--- src/rtl/point_on_curve_check.sv ---
// Validates that an affine point lies on y^2 = x^3 + a*x + b (mod p).
// Uses one shared bit-serial interleaved modular multiplier; fixed 4n+2 cycle busy period.
//
// state   | meaning
// IDLE    | waiting for start; operands latched on acceptance
// MUL_YY  | yy = y*y
// MUL_XX  | t  = x*x
// MUL_XXX | t  = t*x
// MUL_AX  | u  = a*x
// SUM     | r = t + u + (b mod p); verdict registered
// DONE    | done pulse, verdict valid
module point_on_curve_check #(
  parameter int n = 10
) (
  input  logic         clk,
  input  logic         reset,
  input  logic         start,
  input  logic         inf,
  input  logic [n-1:0] x,
  input  logic [n-1:0] y,
  input  logic [n-1:0] a,
  input  logic [n-1:0] b,
  input  logic [n-1:0] p,
  output logic         ready,
  output logic         done,
  output logic         on_curve
);

  localparam int CW = $clog2(n);
  localparam logic [CW-1:0] CNT_LAST = CW'(n - 1);

  typedef enum logic [2:0] {
    IDLE    = 3'd0,
    MUL_YY  = 3'd1,
    MUL_XX  = 3'd2,
    MUL_XXX = 3'd3,
    MUL_AX  = 3'd4,
    SUM     = 3'd5,
    DONE    = 3'd6
  } state_t;

  state_t state, state_nxt;

  logic [CW-1:0] cnt;
  logic [n-1:0]  op_x, op_y, op_a, op_b, op_p;
  logic          op_inf;
  logic [n:0]    acc, yy, t, u;

  logic          mul_active;
  logic          mul_last;
  logic [n:0]    pe;
  logic [n:0]    mcand;
  logic [n-1:0]  mplier;
  logic          mbit;
  logic [n:0]    dbl, dbl_r, add, add_r, acc_nxt;
  logic [n:0]    s1, s1_r, b_r, s2, s2_r;
  logic          range_err;
  logic          verdict;

  // ---------------------------------------------------------------- state register
  always_ff @(posedge clk) begin
    if (!reset) begin
      state <= IDLE;
    end else begin
      state <= state_nxt;
    end
  end

  // ---------------------------------------------------------------- next state
  always_comb begin
    state_nxt = state;
    case (state)
      IDLE:    if (start) state_nxt = MUL_YY;
      MUL_YY:  if (cnt == '0) state_nxt = MUL_XX;
      MUL_XX:  if (cnt == '0) state_nxt = MUL_XXX;
      MUL_XXX: if (cnt == '0) state_nxt = MUL_AX;
      MUL_AX:  if (cnt == '0) state_nxt = SUM;
      SUM:     state_nxt = DONE;
      DONE:    state_nxt = IDLE;
      default: state_nxt = IDLE;
    endcase
  end

  // ---------------------------------------------------------------- outputs
  always_comb begin
    ready = 1'b0;
    done  = 1'b0;
    case (state)
      IDLE:    ready = 1'b1;
      DONE:    done  = 1'b1;
      default: ;
    endcase
  end

  // ---------------------------------------------------------------- multiplier step
  assign mul_active = (state == MUL_YY) || (state == MUL_XX) ||
                      (state == MUL_XXX) || (state == MUL_AX);
  assign mul_last   = mul_active && (cnt == '0);
  assign pe         = {1'b0, op_p};

  always_comb begin
    mcand  = '0;
    mplier = '0;
    case (state)
      MUL_YY: begin
        mcand  = {1'b0, op_y};
        mplier = op_y;
      end
      MUL_XX: begin
        mcand  = {1'b0, op_x};
        mplier = op_x;
      end
      MUL_XXX: begin
        mcand  = t;
        mplier = op_x;
      end
      MUL_AX: begin
        mcand  = {1'b0, op_a};
        mplier = op_x;
      end
      default: ;
    endcase
  end

  assign mbit  = mplier[cnt];
  // acc < p < 2^n, so the doubling never loses a set bit for in-range operands
  assign dbl     = acc << 1;
  assign dbl_r   = (dbl >= pe) ? (dbl - pe) : dbl;
  assign add     = dbl_r + mcand;
  assign add_r   = (add >= pe) ? (add - pe) : add;
  assign acc_nxt = mbit ? add_r : dbl_r;

  // ---------------------------------------------------------------- final sum and verdict
  assign s1        = t + u;
  assign s1_r      = (s1 >= pe) ? (s1 - pe) : s1;
  assign b_r       = ({1'b0, op_b} >= pe) ? ({1'b0, op_b} - pe) : {1'b0, op_b};
  assign s2        = s1_r + b_r;
  assign s2_r      = (s2 >= pe) ? (s2 - pe) : s2;
  assign range_err = (op_x >= op_p) || (op_y >= op_p);
  assign verdict   = op_inf || (!range_err && (yy == s2_r));

  // ---------------------------------------------------------------- bit counter
  always_ff @(posedge clk) begin
    if (!reset) begin
      cnt <= '0;
    end else if (state == IDLE && start) begin
      cnt <= CNT_LAST;
    end else if (mul_active) begin
      cnt <= (cnt == '0) ? CNT_LAST : (cnt - CW'(1));
    end
  end

  // ---------------------------------------------------------------- operands and accumulators
  always_ff @(posedge clk) begin
    if (!reset) begin
      op_x     <= '0;
      op_y     <= '0;
      op_a     <= '0;
      op_b     <= '0;
      op_p     <= '0;
      op_inf   <= 1'b0;
      acc      <= '0;
      yy       <= '0;
      t        <= '0;
      u        <= '0;
      on_curve <= 1'b0;
    end else begin
      case (state)
        IDLE: begin
          if (start) begin
            op_x     <= x;
            op_y     <= y;
            op_a     <= a;
            op_b     <= b;
            op_p     <= p;
            op_inf   <= inf;
            acc      <= '0;
            on_curve <= 1'b0;
          end
        end
        MUL_YY, MUL_XX, MUL_XXX, MUL_AX: begin
          if (mul_last) begin
            acc <= '0;
            case (state)
              MUL_YY:  yy <= acc_nxt;
              MUL_AX:  u  <= acc_nxt;
              default: t  <= acc_nxt;
            endcase
          end else begin
            acc <= acc_nxt;
          end
        end
        SUM: on_curve <= verdict;
        default: ;
      endcase
    end
  end

endmodule
--- config.mk ---
export PLATFORM = sky130hd
export DESIGN_NAME = point_on_curve_check
export DESIGN_NICKNAME = d
export VERILOG_FILES = /design/src/rtl/point_on_curve_check.sv
export SDC_FILE = /design/constraint.sdc
export NUM_CORES = 1
export LEC_CHECK = 0
export ABC_AREA = 1
export CORE_AREA = 4 4 165 135
export CTS_BUF_LIST = sky130_fd_sc_hd__clkbuf_8
export CTS_CLUSTER_SIZE = 25
export DETAILED_ROUTE_END_ITERATION = 8
export DIE_AREA = 0 0 169 139
export GPL_TIMING_DRIVEN = 0
export PLACE_DENSITY = 0.73
export SLEW_MARGIN = 20
export SYNTH_ARGS = -nofsm -noshare
export SYNTH_HDL_FRONTEND = slang
export SYNTH_SLANG_ARGS = --single-unit
--- constraint.sdc ---
create_clock -name clk -period 7.7 [get_ports clk]
set_input_delay 1.54 -clock clk [delete_from_list [all_inputs] [get_ports clk]]
set_output_delay 1.54 -clock clk [all_outputs]
set_load 0.02 [all_outputs]
# After elaboration in Yosys (flattened, before gate mapping)
# Index checks and enable logic that the tools add are counted.
# classes
n_addsub,9
magnitude_cmp,8
eq_ne,12
n_mux,26
bitwise,2
reduce_logical,25
# ops
cell,count
$mux 11,6
$ge 11x10->1,4
$pmux 11 s4,1
$sub 11x10->11,4
$pmux 10 s2,2
$add 11x11->11,3
$ge 10x10->1,3
$mux 10,2
$pmux 3 s6,1
$mux 3,5
$mux 4,3
$eq 11x11->1,1
$sub 10x10->11,1
$ne 2x2->1 const B,5
$eq 3x3->1 const B,3
$reduce_and 3->1,3
$eq 3x2->1 const B,2
$reduce_and 2->1,3
$reduce_bool 2->1,3
$logic_or 1x1->1,5
$lt 4x5->1 const B,1
$reduce_and 5->1,1
$bmux 1 s4,1
$logic_not 4->1,1
11 further kinds,18
# word_totals
register_bits,102
inputBits,54
out_inout_bits,3
elab_cells,96

# Logic depth before layout (Yosys ltp)
# logic_depth
word_depth,10
ltp_mapped,52
ltp_nobuf,50

# Worst setup path after synthesis
# Ideal clock, no wire load.
# synth_path
path_kind,reg-to-reg
from,register t[2]
to,register on_curve
setup_ps,60
arrival_ps,6187
t_required_ps,7640
path_slack_ps,1453
stages_incl_launch_ff,51
n_path_buf,2
synth_period_minus_slack_ps,6247
path_cell_list,dfxtp_1 > ha_1 > a21oi_1 > nand2_1 > a21oi_1 > o21bai_1 > a21oi_1 > o21bai_1 > nand2_1 > nand2_1 > a21oi_1 > xor2_1 > inv_1 > ha_1 > nand2_1 > nor2_1 > nand2_1 > o21ai_0 > [15 not listed] > o21a_1 > nand2_1 > a21oi_1 > o21ai_1 > a21oi_1 > nand3_1 > buf_4 > nand2_1 > nand2_1 > nand2_1 > nand2_1 > inv_1 > nand2_1 > nor2_1 > nand3_1 > nand2_1 > nand2_1 > nand2_1
# synth_via
elab_chain_len,10
elab_cells_between_ends,12
classes_between,add/sub: 4; order compare: 2; eq/ne: 1; mux: 3; reduce/logical: 2
# synth_rtl
item,line_no,rtl
start: declaration,47,"logic [n:0] acc, yy, t, u;"
start signal: assignment,187,default: t <= acc_nxt;
$add 11x11->11 (*),134,assign s1 = t + u;
$sub 11x10->11 or $ge 11x10->1 (tied branches),135,assign s1_r = (s1 >= pe) ? (s1 - pe) : s1;
$mux 11 (*),135,
$add 11x11->11 (*),137,assign s2 = s1_r + b_r;
$sub 11x10->11 or $ge 11x10->1 (tied branches),138,assign s2_r = (s2 >= pe) ? (s2 - pe) : s2;
$mux 11 (*),138,
$eq 11x11->1 (*),140,assign verdict = op_inf || (!range_err && (yy == s2_r));
$logic_and 1x1->1 (*),140,
$logic_or 1x1->1 (*),140,
$pmux 1 s2 (*),168,case (state)
end signal: assignment,193,SUM: on_curve <= verdict;
end: declaration,26,output logic on_curve
# Mark *: on every way between the ends. The rest lies on a longest branch, timed or not.
# A chain may end at the register's enable or synchronous reset.

# Final worst setup path
# Same ends and word-level chain as after synthesis.

==> summary.txt <==
Outcome - completed
Sequential-to-total area share from yosys stat - 0.2226
Critical path data required time - 8.04 ns
Antenna Nets Post-Route - 0
Min-Delay Startpoint - op_inf$_SDFFE_PN0P_
Hold Vio Cnt, Final - 0
Clk Tree Root Cell - clkbuf_8
Post-synth ARST share - 0
Count of buffers from port buffering - 56
Initial Util - 0.4469
Number of global-route vias before repair - 8671
Most frequent CP cell - nand2_1
RD Place Congestion - 0.9300
Worst stage delay on the critical path - 0.42 ns
Worst r2r src - t[2]$_SDFFE_PN0P_
HPWL Detailed - 22.85 mm
Met1 GRT Util - 0.3548
Largest net degree at the start of global routing - 20
Final core occ - 0.5023
GR Overflow Total - 0
Die X - 169 um
Warnings, synthesis - 0
Antenna cells - 0
Final Max Tran Viols - 0
Worst hold path type - reg -> reg
Startpoint Class - flop
Drt drc - 0
Post-Syn Area - 0.009173 mm2
Non-filler cells, final - 1748
CP Class - reg -> reg
Final net count - 1636
Mapped Avg Cell Area - 6.529 um2
First-pass GRT wire length - 45.19 mm
Top Usage Layer GRT - met2
Initial antenna violation count - 0
Total wire length - 28.70 mm
Setup violations, final - 0
Max-Cap Viols - 0
Worst skew pair latency - 0.40 ns
Total clock sinks - 102
Num rows - 47
Tcrit/Tclk final - 0.9266
Layout cells sized above 1 - 0.06018
Post-DP Area - 0.01007 mm2
Largest delay share family, worst path - compound AO/OA/AOI/OAI gates
Total Neg Setup Slack - 0 ns
Synthesized net count - 1567
Highest Clock Rate - 0.1402 GHz
DRT Pass-1 Iters - 6
CTS HTree Levels - 3
Design area - 0.01031 mm2
Slew margin rel. - 0.4149
Routed vias - 9548
Post-synth cell types - 49
Met2 GRT Util - 0.3660
CP Buf/Inv Count - 8
Yosys reg bits - 102
Die height - 139 um
Number of buffers created by CTS - 9
CP Launch Point - t[2]$_SDFFE_PN0P_
1st-iter DRT viols - 863
Routed length per instance - 16.42 um
Fin crit period - 7.135 ns
I/O pins - 57
CTS tree - yes
Cell count after placement - 1730
P&R area growth vs syn - 12.39%
Fillers - 2074
Critical Path AT - 7.47 ns
Slowest-stage cell, CP - fa_1
Worst-path maximum fanout - 10
Vias/cell - 5.462
Worst Setup End Kind - flop
EDFF count, synth - 0
Clk pin slew, worst setup/hold paths - 0.11 ns
Core ar. - 0.02052 mm2
Gr usage total - 0.2391
Die area - 0.02349 mm2
Primary FF master, synth - dfxtp_1
Worst slew pin tran - 0.8745 ns
Clock skew - 0.02425 ns
Grt met3 use - 0.03135
Clock Tree Buf Depth - 2
Mapped Cells - 1405
==> cell usage after synthesis, types with 3 or more instances <==
cell       count  share of area
nor2_2         7         0.0048
inv_2          9         0.0037
a31oi_1        6         0.0041
nand2_1      319           0.13
clkbuf_1      25          0.010
xnor2_1       17          0.016
nand2_2        7         0.0048
o21ai_0      102          0.056
nand3b_1       8         0.0065
a21o_1         5         0.0041
o221ai_1       3         0.0029
nor3_1         8         0.0044
buf_2          3         0.0016
nand4_1       10         0.0068
nor2_1        80          0.033
or2_2         10         0.0068
ha_1         100           0.14
o211ai_1       6         0.0049
a211oi_1       4         0.0033
dfxtp_1      102           0.22
nor4_1         3         0.0020
a221oi_1       3         0.0029
nand3_1       91          0.050
inv_1        199          0.081
o21ai_1       16         0.0087
o21bai_1       5         0.0041
fa_1           8          0.017
a21oi_2        4         0.0038
nand3_2        9         0.0098
xor2_1        36          0.034
a21oi_1      171          0.093
o2111ai_1      5         0.0048
==> per-stage QoR <==
stage / hold slack, ns / setup slack, ns
2_1_floorplan: 0.4297 / 1.453
3_3_place_gp: 0.4477 / 0.2767
3_5_place_dp: 0.4566 / 0.2114
4_1_cts: 0.4714 / 0.1509
5_1_grt: 0.4979 / -0.01553
6_report: 0.4693 / 0.5648
==> registers in the layout, summed over array words and instances, names as in the netlist <==
signal,count
acc,10
cnt,4
on_curve,1
op_a,10
op_b,10
op_inf,1
op_p,10
op_x,10
op_y,10
state,3
t,11
u,11
yy,11
==> worst min-delay path: cells and delay by family (launching register included) <==
kind                   cells  cell delay [ns]
buffers and inverters      1             0.06
AO/OA/AOI/OAI              1             0.05
flip-flops                 1             0.31
==> metal layers <==
metal,vias up,part of all wire
li1,4785,-
met1,4367,0.48
met2,354,0.43
met3,42,0.067
met4,0,0.022
met5,-,0
==> repair_timing <==
item	4_1_cts	5_1_grt
hold buffers	0	0
setup endpoints to repair	0	1
resized for setup	0	15
endpoints found under the hold margin	0	0
buffers inserted	0	2
==> area by class of cell <==
type	instances	area, um2	share of cell area
inverter	209	787.0	0.07634
multi-input combinational	1059	6191	0.6006
sequential	102	2043	0.1982
clock inverter	6	63.81	0.006190
clock buffer	10	137.6	0.01335
tap	269	336.6	0.03265
buffer	35	173.9	0.01687
timing repair buffer	58	575.6	0.05583
==> path summary, 6_finish.rpt <==
| kind | to | slack [ns] | depth (start not counted) |
|---|---|---|---|
| max | on_curve$_SDFFE_PN0P_ | 0.56 | 48 |
| min | op_inf$_SDFFE_PN0P_ | 0.47 | 2 |
| max reg2reg | on_curve$_SDFFE_PN0P_ | 0.56 | 48 |
| min reg2reg | op_inf$_SDFFE_PN0P_ | 0.47 | 2 |
==> cells in the final DEF, fill, tap and decap left out, types with 8 or more instances in the layout <==
cell type and instances:
nand2_1 319, xnor2_1 17, nor2_2 8, inv_1 199
nor3_1 8, ha_1 99, nand3b_1 8, o21ai_0 98
clkbuf_1 23, a21oi_1 170, nand3_2 9, clkbuf_8 10
o21ai_1 18, or2_2 10, nor2_1 79, dfxtp_1 101
nand4_1 10, nand3_1 91, fa_1 8, inv_2 9
xor2_1 36, clkdlybuf4s50_1 56
==> kinds of logic (layout without fill, tap and decap cells) <==
kind of cell	count (synthesis)	after routing	synth area share
xor gates and xnor gates	53	53	0.05061
AOI/OAI and AO/OA	340	340	0.2024
DFF	102	102	0.2226
muxes	1	1	0.001091
buffers and inverters	244	318	0.1042
and+or+nand+nor	557	557	0.2652
adders and majority gates	108	108	0.1539
Power is left out: the tool's default activity adds up to more than one toggle a clock period on the data nets, which glitch-free logic cannot reach.
